--- src/rtl/inst_decode_stage.sv ---
// RV32 decode stage: field split, format classification and immediate build,
// behind a 2-entry skid buffer with a registered in_ready.
module inst_decode_stage #(
    parameter int unsigned CNT_W = 16
) (
    input  logic             clk,
    input  logic             reset,
    input  logic             in_valid,
    output logic             in_ready,
    input  logic [31:0]      in_pc,
    input  logic [31:0]      in_inst,
    output logic             out_valid,
    input  logic             out_ready,
    output logic [31:0]      out_pc,
    output logic [6:0]       opcode,
    output logic [4:0]       rd,
    output logic [2:0]       funct3,
    output logic [4:0]       rs1,
    output logic [4:0]       rs2,
    output logic [6:0]       funct7,
    output logic [2:0]       fmt,
    output logic [31:0]      imm,
    output logic [CNT_W-1:0] dec_count
);

    typedef enum logic [1:0] {EMPTY, ONE, TWO} state_t;

    typedef enum logic [2:0] {
        FMT_R   = 3'd0,
        FMT_I   = 3'd1,
        FMT_S   = 3'd2,
        FMT_SB  = 3'd3,
        FMT_U   = 3'd4,
        FMT_UJ  = 3'd5,
        FMT_ILL = 3'd7
    } fmt_t;

    // Raw word is kept; the fixed-position fields are re-sliced from it.
    typedef struct packed {
        logic [31:0] pc;
        logic [31:0] inst;
        logic [2:0]  fmt;
        logic [31:0] imm;
    } entry_t;

    state_t     state, next_state;
    entry_t     m_q, s_q, dec;
    logic       in_ready_q;
    logic       in_fire, out_fire;
    logic       load_m, load_s, m_from_s;
    logic [CNT_W-1:0] count_q;
    fmt_t       dec_fmt;
    logic [31:0] dec_imm;

    always_comb begin
        dec_fmt = FMT_ILL;
        dec_imm = '0;
        unique case (in_inst[6:0])
            7'h33: dec_fmt = FMT_R;
            7'h03, 7'h13, 7'h67: begin
                dec_fmt = FMT_I;
                dec_imm = {{20{in_inst[31]}}, in_inst[31:20]};
            end
            7'h23: begin
                dec_fmt = FMT_S;
                dec_imm = {{20{in_inst[31]}}, in_inst[31:25], in_inst[11:7]};
            end
            7'h63: begin
                dec_fmt = FMT_SB;
                dec_imm = {{19{in_inst[31]}}, in_inst[31], in_inst[7],
                           in_inst[30:25], in_inst[11:8], 1'b0};
            end
            7'h37, 7'h17: begin
                dec_fmt = FMT_U;
                dec_imm = {in_inst[31:12], 12'b0};
            end
            7'h6F: begin
                dec_fmt = FMT_UJ;
                dec_imm = {{11{in_inst[31]}}, in_inst[31], in_inst[19:12],
                           in_inst[20], in_inst[30:21], 1'b0};
            end
            default: ;
        endcase
    end

    assign dec = '{pc: in_pc, inst: in_inst, fmt: dec_fmt, imm: dec_imm};

    assign in_ready  = in_ready_q;
    assign out_valid = (state != EMPTY);
    assign in_fire   = in_valid & in_ready_q;
    assign out_fire  = out_valid & out_ready;

    always_comb begin
        next_state = state;
        load_m     = 1'b0;
        load_s     = 1'b0;
        m_from_s   = 1'b0;
        unique case (state)
            EMPTY: begin
                if (in_fire) begin
                    load_m     = 1'b1;
                    next_state = ONE;
                end
            end
            ONE: begin
                if (in_fire && out_fire) begin
                    load_m = 1'b1;
                end else if (in_fire) begin
                    load_s     = 1'b1;
                    next_state = TWO;
                end else if (out_fire) begin
                    next_state = EMPTY;
                end
            end
            TWO: begin
                if (out_fire) begin
                    m_from_s   = 1'b1;
                    next_state = ONE;
                end
            end
            default: next_state = EMPTY;
        endcase
    end

    always_ff @(posedge clk or posedge reset) begin
        if (reset) begin
            state      <= EMPTY;
            in_ready_q <= 1'b1;
        end else begin
            state      <= next_state;
            in_ready_q <= (next_state != TWO);
        end
    end

    always_ff @(posedge clk or posedge reset) begin
        if (reset) begin
            m_q     <= '0;
            s_q     <= '0;
            count_q <= '0;
        end else begin
            if (load_m)
                m_q <= dec;
            else if (m_from_s)
                m_q <= s_q;
            if (load_s)
                s_q <= dec;
            if (out_fire)
                count_q <= count_q + CNT_W'(1);
        end
    end

    assign out_pc    = m_q.pc;
    assign opcode    = m_q.inst[6:0];
    assign rd        = m_q.inst[11:7];
    assign funct3    = m_q.inst[14:12];
    assign rs1       = m_q.inst[19:15];
    assign rs2       = m_q.inst[24:20];
    assign funct7    = m_q.inst[31:25];
    assign fmt       = m_q.fmt;
    assign imm       = m_q.imm;
    assign dec_count = count_q;

endmodule

--- config.mk ---
export PLATFORM = sky130hd
export DESIGN_NAME = inst_decode_stage
export DESIGN_NICKNAME = d
export VERILOG_FILES = /design/src/rtl/inst_decode_stage.sv
export SDC_FILE = /design/constraint.sdc
export NUM_CORES = 1
export LEC_CHECK = 0
export BUFFER_PORTS_ARGS = -buffer_cell sky130_fd_sc_hd__clkbuf_2
export CELL_PAD_IN_SITES_DETAIL_PLACEMENT = 2
export CELL_PAD_IN_SITES_GLOBAL_PLACEMENT = 2
export CORE_UTILIZATION = 34
export DETAILED_ROUTE_END_ITERATION = 10
export PLACE_DENSITY = 0.85
export SETUP_SLACK_MARGIN = 0.05
export SLEW_MARGIN = 20
export SYNTH_ARGS = -nofsm -noshare
export SYNTH_HDL_FRONTEND = slang
export SYNTH_SLANG_ARGS = --single-unit
--- constraint.sdc ---
create_clock -name clk -period 7.8 [get_ports clk]
set_input_delay 1.17 -clock clk [delete_from_list [all_inputs] [get_ports clk]]
set_output_delay 1.17 -clock clk [all_outputs]
set_load 0.03 [all_outputs]
==> impl_metrics.prom <==
# TYPE chip_impl_metric gauge
chip_impl_metric{name="final.setup.tns",unit="ns"} 0
chip_impl_info{name="critPathLaunchType",value="input pin"} 1
chip_impl_metric{name="dp_hpwl",unit="um"} 18270
chip_impl_metric{name="cts-resized-gates",unit=""} 0
chip_impl_metric{name="cp.arrival",unit="ns"} 3.60
chip_impl_metric{name="r2r_cell_count",unit=""} 5
chip_impl_info{name="rsz0062_at_grt",value="false"} 1
chip_impl_metric{name="portion_of_the_post_synthesis_area_used_by_sequential_elements",unit="%"} 59.56
chip_impl_metric{name="vias_in_the_first_global_route",unit=""} 8437
chip_impl_metric{name="detail_route.first_pass.iterations",unit=""} 9
chip_impl_metric{name="worst_skew_pair.late_latency",unit="ns"} 0.51
chip_impl_metric{name="grt_antenna_before_repair",unit=""} 0
chip_impl_info{name="hold_path_startpoint",value="dec_count[15]$_DFFE_PP0P_"} 1
chip_impl_metric{name="cts.sink_count",unit=""} 217
chip_impl_metric{name="cts_made_buffers",unit=""} 24
chip_impl_metric{name="htree_num_levels",unit=""} 1
chip_impl_info{name="tritoncts_clock_tree",value="built"} 1
chip_impl_metric{name="power_density",unit="mW/mm2"} 393.8
chip_impl_metric{name="p_leak",unit="nW"} 5.807
chip_impl_metric{name="syn2layout_area_growth",unit="%"} 20.69
chip_impl_metric{name="grt_overflow",unit=""} 0
chip_impl_metric{name="hold_viol_final",unit=""} 0
chip_impl_metric{name="global_route.usage.total",unit="%"} 21.20
chip_impl_metric{name="drt_wl_total",unit="um"} 28470
chip_impl_info{name="status",value="finished with violations"} 1
chip_impl_metric{name="io_buffers",unit=""} 184
chip_impl_metric{name="nNetsFinal",unit=""} 1141
chip_impl_metric{name="hold_buffer_count_at_cts",unit=""} 0
chip_impl_metric{name="fin_crit",unit="ns"} 3.149
chip_impl_metric{name="slew-limit-headroom",unit="%"} 35.50
chip_impl_metric{name="synth.avg_cell_area",unit="um2"} 9.944
chip_impl_metric{name="yosys_register_bits",unit=""} 217
chip_impl_info{name="crit_slowest_cell",value="a21oi_4"} 1
chip_impl_metric{name="fillerInstances",unit=""} 2837
chip_impl_metric{name="ioPinCount",unit=""} 185
chip_impl_metric{name="fraction_of_layout_cells_with_a_size_suffix_above_1",unit="%"} 22.04
chip_impl_info{name="ys_dominant_reg_cell",value="dfrtp_1"} 1
chip_impl_metric{name="core_area",unit="mm2"} 0.02621
chip_impl_metric{name="cts_buffer_depth",unit=""} 3
chip_impl_metric{name="worst_margin_pin_slew",unit="ns"} 0.9540
chip_impl_metric{name="hold_depth",unit=""} 1
chip_impl_metric{name="cts.reportedPaths.clkPinSlew",unit="ns"} 0.06
chip_impl_metric{name="post-route-drc-count",unit=""} 13
chip_impl_metric{name="core.rowCount",unit=""} 59
chip_impl_info{name="crit_path_end_kind",value="register"} 1
chip_impl_metric{name="max_slew_vio_count",unit=""} 0
chip_impl_info{name="whs_endpoint",value="dec_count[15]$_DFFE_PP0P_"} 1
chip_impl_metric{name="wl_met3",unit="um"} 1164
chip_impl_metric{name="routedLengthMet1",unit="um"} 12390
chip_impl_info{name="topRoutingLayerUsed",value="met4"} 1
chip_impl_metric{name="drtIter0Drc",unit=""} 418
chip_impl_metric{name="asyncSetResetFlopFracSynth",unit="%"} 100.0
chip_impl_metric{name="drt.antenna.violating_nets",unit=""} 0
chip_impl_metric{name="fmaxAchievable",unit="GHz"} 0.3175
chip_impl_metric{name="utilization",unit="%"} 42.00
chip_impl_metric{name="synth-edff-count",unit=""} 0
chip_impl_metric{name="ys.warnings.count",unit=""} 0
chip_impl_metric{name="routedWlPerCell",unit="um"} 19.99
chip_impl_metric{name="timing.critical_path.fanout_max",unit=""} 59
chip_impl_metric{name="floorplan.die.width",unit="um"} 165.8
chip_impl_metric{name="num_antenna_cells",unit=""} 0
chip_impl_metric{name="setup_viol_count_final",unit=""} 0
chip_impl_info{name="reg_to_reg_end",value="imm[30]$_DFFE_PP0P_"} 1
chip_impl_info{name="cts.root.buffer_cell",value="clkbuf_16"} 1
chip_impl_metric{name="yosys.cell_types.count",unit=""} 55
chip_impl_metric{name="r2r_slack",unit="ns"} 4.92
chip_impl_metric{name="met2_length",unit="um"} 14160
chip_impl_metric{name="drv.max_cap_violation_count",unit=""} 0
chip_impl_info{name="crit_type",value="in2reg"} 1
chip_impl_metric{name="synthesis.instances",unit=""} 917
chip_impl_info{name="synth.area.top_cells",value="dfrtp_1 (59%), nand2_1 (15%), a22oi_1 (5.5%)"} 1
chip_impl_metric{name="fp.dieArea",unit="mm2"} 0.02748
chip_impl_info{name="path_cells",value="clkbuf_2, and3b_4, a21oi_4, buf_4, a22o_1, a211o_1"} 1
chip_impl_info{name="timing.rr.start",value="state[1]$_DFF_PP0_"} 1
chip_impl_info{name="failing_checks",value="design-rule violations"} 1
chip_impl_metric{name="vias_per_cell",unit=""} 5.335
chip_impl_metric{name="skew",unit="ns"} 0.004159
chip_impl_metric{name="place.gp.congestion",unit=""} 0.7274
chip_impl_info{name="hold_path.class",value="reg2reg"} 1
chip_impl_info{name="post-synth-top-area-cell",value="dfrtp_1"} 1
chip_impl_metric{name="max_stage_delay",unit="ns"} 0.76
chip_impl_metric{name="die_y",unit="um"} 165.8
chip_impl_metric{name="synth_nets",unit=""} 986
chip_impl_metric{name="final.period_utilization",unit="%"} 40.38
chip_impl_metric{name="initial_core_util",unit="%"} 34.80
chip_impl_metric{name="post_synth_instance_area",unit="mm2"} 0.009119
chip_impl_metric{name="area_share_of_the_leading_cell_type_in_the_synthesized_netlist",unit="%"} 59.28
chip_impl_metric{name="max-vdd-ir-drop",unit="mV"} 0.1510
chip_impl_metric{name="grt_max_degree",unit=""} 105
chip_impl_metric{name="worstPathRequired",unit="ns"} 8.25
chip_impl_metric{name="vias",unit=""} 7597
chip_impl_metric{name="post_cts.repair.setup_buffers",unit=""} 0
chip_impl_metric{name="grt_pass1_wl",unit="um"} 46840
[state kept, by name, summed over array words and instances, names as in the netlist]
signal / count
rs2: 5
dec_count: 16
in_ready: 1
opcode: 7
s_q: 99
rs1: 5
rd: 5
imm: 32
out_pc: 32
funct7: 7
state: 2
fmt: 3
funct3: 3
[per-stage QoR]
stage          instance area [um2]  setup slack (ns)  std cells  hold WS [ns]  total power, mW
2_1_floorplan                 9119            0.6957        917        0.4457            2.750
3_3_place_gp                 10250             4.178       1381        0.4576            3.177
3_5_place_dp                 10250             4.099       1381        0.4667            3.264
4_1_cts                      11010             4.628       1424        0.4834            4.403
5_1_grt                      11010             4.440       1424        0.5039            4.605
6_report                     11010             4.651       1424        0.4742            4.334
[report_power, final]
| group | internal [mW] | total (mW) | switching, mW |
|---|---|---|---|
| registers | 1.55 | 1.81 | 0.268 |
| logic | 0.401 | 1.41 | 1.01 |
| clock network | 0.645 | 1.11 | 0.460 |
[cells in the mapped netlist (4+ instances only)]
master and count:
a211o_1 11, a21oi_1 9, a221o_1 19, a22o_1 20, a22oi_1 67, a31oi_1 7, and3_1 7, buf_1 6
buf_2 32, clkbuf_1 18, dfrtp_1 216, inv_1 11, nand2_1 355, nand3_1 4, nand4_1 6, nor2_1 22
nor3_1 6, o2111ai_1 7, o21ai_0 19, o2bb2ai_1 6, xnor2_1 10, xor2_1 5
[worst max-delay path, delay by kind of cell]
family	cells	cell delay, ns
AOI/OAI and AO/OA	3	1.11
buffers and inverters	2	0.85
and+or+nand+nor	1	0.38
[cells by family after synthesis]
family                   synth area share (%)
buffers and inverters                   3.746
flip-flops                              59.56
XOR/XNOR                                1.441
AO/OA/AOI/OAI                           15.23
multiplexers                           0.7546
adder cells (fa/ha/maj)                0.1372
AND/OR/NAND/NOR                         19.13
[how the worst max path moves through the flow]
stage | start | slack (ns) | end | cells after the start
after global placement | out_ready | 4.18 | imm[27]$_DFFE_PP0P_ | 6
after detailed placement | out_ready | 4.10 | imm[30]$_DFFE_PP0P_ | 6
after global routing | out_ready | 4.44 | imm[30]$_DFFE_PP0P_ | 6
final | out_ready | 4.65 | imm[30]$_DFFE_PP0P_ | 6
after CTS | out_ready | 4.63 | imm[30]$_DFFE_PP0P_ | 6
after floorplan | reset | 0.70 | dec_count[0]$_DFFE_PP0P_ | 1
[final cells by class]
class,count,area (um2),area share [%]
flip-flops and latches,217,5431,49.35
multi-input cells,627,3374,30.66
repair buffers,191,973.4,8.845
clock buffers,41,745.7,6.776
well taps,335,419.2,3.809
inverters,11,48.80,0.4434
clock inverters,2,12.51,0.1137
[layer usage]
layer | vias to the layer above | global-route usage, %
met2 | 153 | 36.48
met4 | 0 | 6.501
li1 | 3438 | -
met1 | 3960 | 27.51
met3 | 46 | 3.313
met5 | - | 0
[placed cells by master, fill, tap and decap left out, types with 9 or more instances in the layout]
master	netlist	final
a221o_1	19	19
inv_1	11	10
xnor2_1	10	10
o21ai_0	19	19
a21oi_1	9	9
dfrtp_1	216	216
clkbuf_1	18	10
nor2_1	22	22
clkbuf_2	1	184
a22o_1	20	20
clkbuf_16	0	25
a22oi_1	67	67
nand2_1	355	354
a211o_1	11	11
(Power assumes the default switching activity.)
